===== src/rtl/bp_score_unit.sv =====
// Trace sequencer and scorer for the perceptron predictor: presents each record,
// waits PRED_LAT cycles, scores the prediction and keeps saturating totals.
module bp_score_unit #(
  parameter int unsigned ADDR_WID = 32,
  parameter int unsigned PRED_LAT = 1,
  parameter int unsigned CNT_WID  = 32
) (
  input  logic                clk,
  input  logic                rst,
  input  logic                in_valid,
  output logic                in_ready,
  input  logic [ADDR_WID-1:0] in_addr,
  input  logic                in_taken,
  input  logic                clr,
  output logic [ADDR_WID-1:0] bp_addr,
  output logic                bp_taken,
  input  logic                bp_prediction,
  output logic                out_valid,
  output logic                out_mispredict,
  output logic [CNT_WID-1:0]  branch_count,
  output logic [CNT_WID-1:0]  mispredict_count
);

  localparam logic [1:0] S_IDLE  = 2'd0;
  localparam logic [1:0] S_WAIT  = 2'd1;
  localparam logic [1:0] S_SCORE = 2'd2;

  // Last wait_cnt value spent in WAIT; unused when PRED_LAT is 0.
  localparam logic [3:0] LAT_LAST = (PRED_LAT > 0) ? 4'(PRED_LAT - 1) : 4'd0;
  localparam logic [1:0] S_AFTER_ACCEPT = (PRED_LAT > 0) ? S_WAIT : S_SCORE;

  logic [1:0]          state_q, state_d;
  logic [3:0]          wait_cnt_q, wait_cnt_d;
  logic [ADDR_WID-1:0] addr_q, addr_d;
  logic                taken_q, taken_d;
  logic                ovalid_q, ovalid_d;
  logic                omis_q, omis_d;
  logic [CNT_WID-1:0]  bcnt_q, bcnt_d;
  logic [CNT_WID-1:0]  mcnt_q, mcnt_d;
  logic                mis;

  assign mis = bp_prediction ^ taken_q;

  always_comb begin
    state_d    = state_q;
    wait_cnt_d = wait_cnt_q;
    addr_d     = addr_q;
    taken_d    = taken_q;
    ovalid_d   = 1'b0;
    omis_d     = omis_q;
    bcnt_d     = bcnt_q;
    mcnt_d     = mcnt_q;
    case (state_q)
      S_IDLE: begin
        if (in_valid) begin
          addr_d     = in_addr;
          taken_d    = in_taken;
          wait_cnt_d = '0;
          state_d    = S_AFTER_ACCEPT;
        end
      end
      S_WAIT: begin
        wait_cnt_d = wait_cnt_q + 4'd1;
        if (wait_cnt_q == LAT_LAST) state_d = S_SCORE;
      end
      S_SCORE: begin
        ovalid_d = 1'b1;
        omis_d   = mis;
        if (bcnt_q != '1) bcnt_d = bcnt_q + CNT_WID'(1);
        if (mis && (mcnt_q != '1)) mcnt_d = mcnt_q + CNT_WID'(1);
        state_d  = S_IDLE;
      end
      default: state_d = S_IDLE;
    endcase
    // Clear overrides a coincident score update; the per-record result still goes out.
    if (clr) begin
      bcnt_d = '0;
      mcnt_d = '0;
    end
  end

  always_ff @(posedge clk) begin
    if (rst) begin
      state_q    <= S_IDLE;
      wait_cnt_q <= '0;
      addr_q     <= '0;
      taken_q    <= 1'b0;
      ovalid_q   <= 1'b0;
      omis_q     <= 1'b0;
      bcnt_q     <= '0;
      mcnt_q     <= '0;
    end else begin
      state_q    <= state_d;
      wait_cnt_q <= wait_cnt_d;
      addr_q     <= addr_d;
      taken_q    <= taken_d;
      ovalid_q   <= ovalid_d;
      omis_q     <= omis_d;
      bcnt_q     <= bcnt_d;
      mcnt_q     <= mcnt_d;
    end
  end

  assign in_ready         = (state_q == S_IDLE);
  assign bp_addr          = addr_q;
  assign bp_taken         = taken_q;
  assign out_valid        = ovalid_q;
  assign out_mispredict   = omis_q;
  assign branch_count     = bcnt_q;
  assign mispredict_count = mcnt_q;

endmodule


===== config.mk =====
export PLATFORM = sky130hd
export DESIGN_NAME = bp_score_unit
export DESIGN_NICKNAME = d
export VERILOG_FILES = /design/src/rtl/bp_score_unit.sv
export SDC_FILE = /design/constraint.sdc
export NUM_CORES = 1
export LEC_CHECK = 0
export CORE_UTILIZATION = 47
export CTS_CLUSTER_DIAMETER = 200
export CTS_CLUSTER_SIZE = 25
export DETAILED_ROUTE_END_ITERATION = 6
export MAX_ROUTING_LAYER = met4
export PLACE_DENSITY_LB_ADDON = 0.05
export SYNTH_ARGS = -nofsm -noshare
export SYNTH_HDL_FRONTEND = slang
export SYNTH_SLANG_ARGS = --single-unit

===== constraint.sdc =====
create_clock -name clk -period 2.39 [get_ports clk]
set_input_delay 0.239 -clock clk [delete_from_list [all_inputs] [get_ports clk]]
set_output_delay 0.239 -clock clk [all_outputs]
set_load 0.005 [all_outputs]

Word-level counts from Yosys, hierarchy flattened:

Cells that the tools add are included.

* bits in registers: 105
* input port bits: 38
* output and inout port bits: 100
* word-level logic and storage cells: 34

* $add $sub $neg: 3
* equality and inequality tests: 6
* mux-type cells: 6
* bitwise gates (word level): 1
* reduce and logical (&&, ||, !) cells: 10

Operators by type and width (number)
* $add 32x1->32 const B: 2
* $ne 32x32->1 const B: 2
* $reduce_and 2->1: 5
* $pmux 4 s2: 1
* $add 4x1->4 const B: 1
* $logic_not 4->1: 1
* $mux 2: 2
* $mux 4: 1
* $ne 2x2->1 const B: 2
* $pmux 2 s2: 1
* $eq 2x1->1 const B: 1
* $eq 2x2->1 const B: 1
* $logic_not 2->1: 1
* $reduce_bool 2->1: 1
* $reduce_or 2->1: 1
* $logic_and 1x1->1: 1
* $mux 1: 1
* $xor 1x1->1: 1

Logic depth before layout (Yosys ltp):

* depth after elaboration: 3
* gate-level depth with buffers: 9
* depth with buffers taken out: 6

Worst setup path before layout:

OpenSTA, ideal clock, no wires.

* path type: register -> register
* from: register mcnt_q[0], in the netlist mispredict_count[0]
* to: register mcnt_q[6], in the netlist mispredict_count[6]
* setup time: 0.115 ns
* arrival time: 2.021 ns
* required time: 2.275 ns
* path slack: 0.254 ns
* cell stages (with the launch flop): 8
* buffers on the path: 1
* period minus slack after synthesis: 2.136 ns
* cell sequence: dfxtp_1 ha_1 nand3_1 or3_1 o31ai_1 buf_2 nor4_1 o21a_1

* word-level cells in the longest chain between the ends: 3
* elaborated cells on any way between the ends: 4
* classes of those cells: add/sub (1); eq/ne (1); reduce/logical (2)

Ends and longest elaborated chain
* start, declared: RTL line 39 `logic [CNT_WID-1:0] mcnt_q, mcnt_d;`
* start signal, assigned: RTL line 100 `mcnt_q <= mcnt_d;`
* branches (longest 3 deep; another with $add 32x1->32)

Several ways; the timed one is not identified.
A chain may end at the register's enable or synchronous reset.

Final worst setup path:

* from: register mcnt_q[0], in the netlist mispredict_count[0]
* to: register mcnt_q[12], in the netlist mispredict_count[12]

The elaborated chain is that of the path after synthesis.

==> flow_summary.toml <==
[status]
status = "finished, final reports clean"

[worst_setup_path]
worst-path-stages = 6
worst-r2r-cell-count = 6
crit_family = "simple AND/OR/NAND/NOR gates"
required_ns = 2.71
crit_type = "flop to flop"
cp-end-kind = "flop"
critPathArrivalTime_ns = 2.52
crit_fanout = 9
path_buf_inv = 0
slowest_delay_ns = 0.56
worst_path_max_delay_cell = "or4_1"
path_cells = "ha_1 > nand3_1 > nor3_1 > nand2_1 > or4_1 > a21oi_1"
cp-start-kind = "flop"

[route]
routed_wl_mm = 12.3
via_count = 4832
wire_per_inst_um = 14.3
firstDrtPassIters = 5
ant_nets = 0
drc = 0
first_iter_violations = 248
vias_per_cell = 5.60

[global_routing]
globalRouteMet1Util = 0.310
overflow = 0
grt_pass1_vias = 4245
antenna_found_initial = 0
met2_usage = 0.380
grt_max_degree = 53
grt_pass1_wl_mm = 20.0
gr-max-usage-layer = "met2"
grt_use_met3 = 0.103
track_usage = 0.252

[timing]
timing.final.crit_share = 0.919
max_freq_mhz = 455
hold_violations = 0
period_needed_ns = 2.20
finalClockSkew_ns = 0.0158
maxSlewHeadroom = 0.606
worst_pin_slew_ns = 0.591
rsz0062_at_grt = "no"
setup_violations = 0
tns_ns = 0
drv_slew = 0

[pwr]
p_sw_uw = 826
power.leakage_nw = 2.05
vdd_drop_max_uv = 622
p_clk_frac = 0.373
sw_frac_of_total = 0.239
intPower_mw = 2.63
power_frac_seq = 0.528
combPwrFrac = 0.099
powerDensity_mw_per_mm2 = 531

[floorplanning]
initial_core_util = 0.484
die_x_um = 102
dieArea_mm2 = 0.0104
die_y_um = 102
ios = 138
core_area_mm2 = 0.00973
std_cell_rows = 36

[placement]
gp_congestion = 0.840
portBuffers = 137
dp_hpwl_mm = 8.60

[synth]
ys_seq_area_frac = 0.446
syn_avg_cell_area_um2 = 8.05
syn-num-nets = 627
yosys_warnings = 0
synth-edff-count = 0
async_flop_share = 0
synth_cells = 585
synth_seq_cells = 105
syn-cell-area_mm2 = 0.00471
synth-main-ff-cell = "dfxtp_1"
synthDistinctLibCells = 51

[clocking]
cts_max_path_buffers = 2
htreeDepth = 3
cts_tree = "yes"
postCtsSetupBuffers = 0
cts_hold_buf = 0
clk_latency_ns = 0.39
cts-buffers-inserted = 9
cts.clk_slew.worst_paths_ns = 0.10
clkSinkCount = 105
cts_root_buf = "clkbuf_8"

[cells_and_area]
postLayoutCoreUtil = 0.670
layout_common_cells = "clkdlybuf4s50_1 (137), nand2_1 (109), dfxtp_1 (105)"
drive_above_1_share = 0.0644
diodes = 0
layout.nets = 767
final_common_cell = "clkdlybuf4s50_1"
syn_to_final_growth_pct = 38.4

[worst_hold_path]
hold_path_depth = 3
hold_class = "primary input to flop"

[run]
drv_cap = 0
## flip-flops by register name, indices dropped and copies added, names as in the netlist
name and cells:
bp_addr 32, bp_taken 1, state_q 2, mispredict_count 32, branch_count 32, out_valid 1, wait_cnt_q 4, out_mispredict 1
## cell type report
class | count | area [um^2]
Clock buffer | 11 | 151
Clock inverter | 5 | 82.6
Fill cell | 843 | 3210
Multi-Input combinational cell | 438 | 2440
Timing Repair Buffer | 157 | 1520
Inverter | 14 | 52.6
Sequential cell | 105 | 2100
Tap cell | 133 | 166
## per-layer routing
metal  up-vias  part of all wire  wire (um)
li1       2413                 -          -
met1      2247              0.45       5580
met2       157              0.45       5570
met3        15             0.083       1020
met4         0             0.013        161
met5         -                 0          0
## worst min-delay path, cell delays in order
cell and delay, ns:
clkdlybuf4s50_1 0.40, nand2_1 0.05, a21oi_1 0.05
## worst paths after layout
| path | start | to | slack [ns] |
|---|---|---|---|
| worst max-delay path | mispredict_count[0]$_SDFFE_PP0P_ | mispredict_count[12]$_SDFFE_PP0P_ | 0.19 |
| worst min-delay path | in_addr[16] | bp_addr[16]$_SDFFE_PP0P_ | 0.39 |
| worst max register to register | mispredict_count[0]$_SDFFE_PP0P_ | mispredict_count[12]$_SDFFE_PP0P_ | 0.19 |
| worst min register to register | bp_addr[7]$_SDFFE_PP0P_ | bp_addr[7]$_SDFFE_PP0P_ | 0.46 |
## power by group through the flow
stage	combinational, mW	sequential [mW]	clock [mW]
after CTS	0.347	1.83	1.31
final	0.344	1.83	1.29
after global placement	0.340	1.86	0
after floorplan	0.150	1.87	0
after detailed placement	0.344	1.87	0
after global routing	0.382	1.83	1.38
## cells in the mapped netlist (2+ instances only)
cell type,number,area share
o21ai_0,29,0.031
a31oi_1,2,0.0027
or2_2,4,0.0053
nor3_1,8,0.0085
nand3_1,19,0.020
and4_1,6,0.011
o41ai_1,2,0.0037
a22oi_1,2,0.0032
mux2i_1,3,0.0064
o311ai_0,2,0.0037
ha_1,4,0.011
o31ai_1,17,0.027
dfxtp_1,105,0.45
mux2_2,2,0.0048
xor2_1,3,0.0056
clkbuf_1,19,0.015
buf_1,2,0.0016
buf_2,5,0.0053
nand2_1,109,0.087
or3_1,35,0.047
o21a_1,2,0.0032
nor4_1,6,0.0080
and3_1,3,0.0040
o211ai_1,3,0.0048
xnor2_1,6,0.011
or4_1,19,0.030
o31a_1,2,0.0037
and2_1,3,0.0040
a21oi_1,82,0.087
nor2_1,27,0.022
nand4_1,20,0.027
nor4_2,2,0.0053
inv_1,14,0.011
## what timing repair did
action                                  CTS  global route
endpoints found under the hold margin     0             0
endpoints found under the setup margin    0             2
resized for setup                         0             1
## per-stage QoR
step	hold WS, ns	total power [mW]	worst slack (ns)	instance area, um^2	std cells
2_1_floorplan	0.375	2.02	0.254	4710	585
3_3_place_gp	0.440	2.20	0.251	6270	847
3_5_place_dp	0.446	2.21	0.176	6270	847
4_1_cts	0.370	3.49	0.213	6510	863
5_1_grt	0.369	3.60	0.0241	6520	863
6_report	0.386	3.46	0.193	6520	863
## cells by family after synthesis
kind of cell,after synthesis,share of synthesized area
compound gates,152,0.186
xor+xnor,9,0.0167
fa+ha+maj,4,0.0106
buf+inv,42,0.0372
flops,105,0.446
mux,5,0.0112
simple gates,268,0.292
Note: power is estimated with default switching activity, not from simulation.
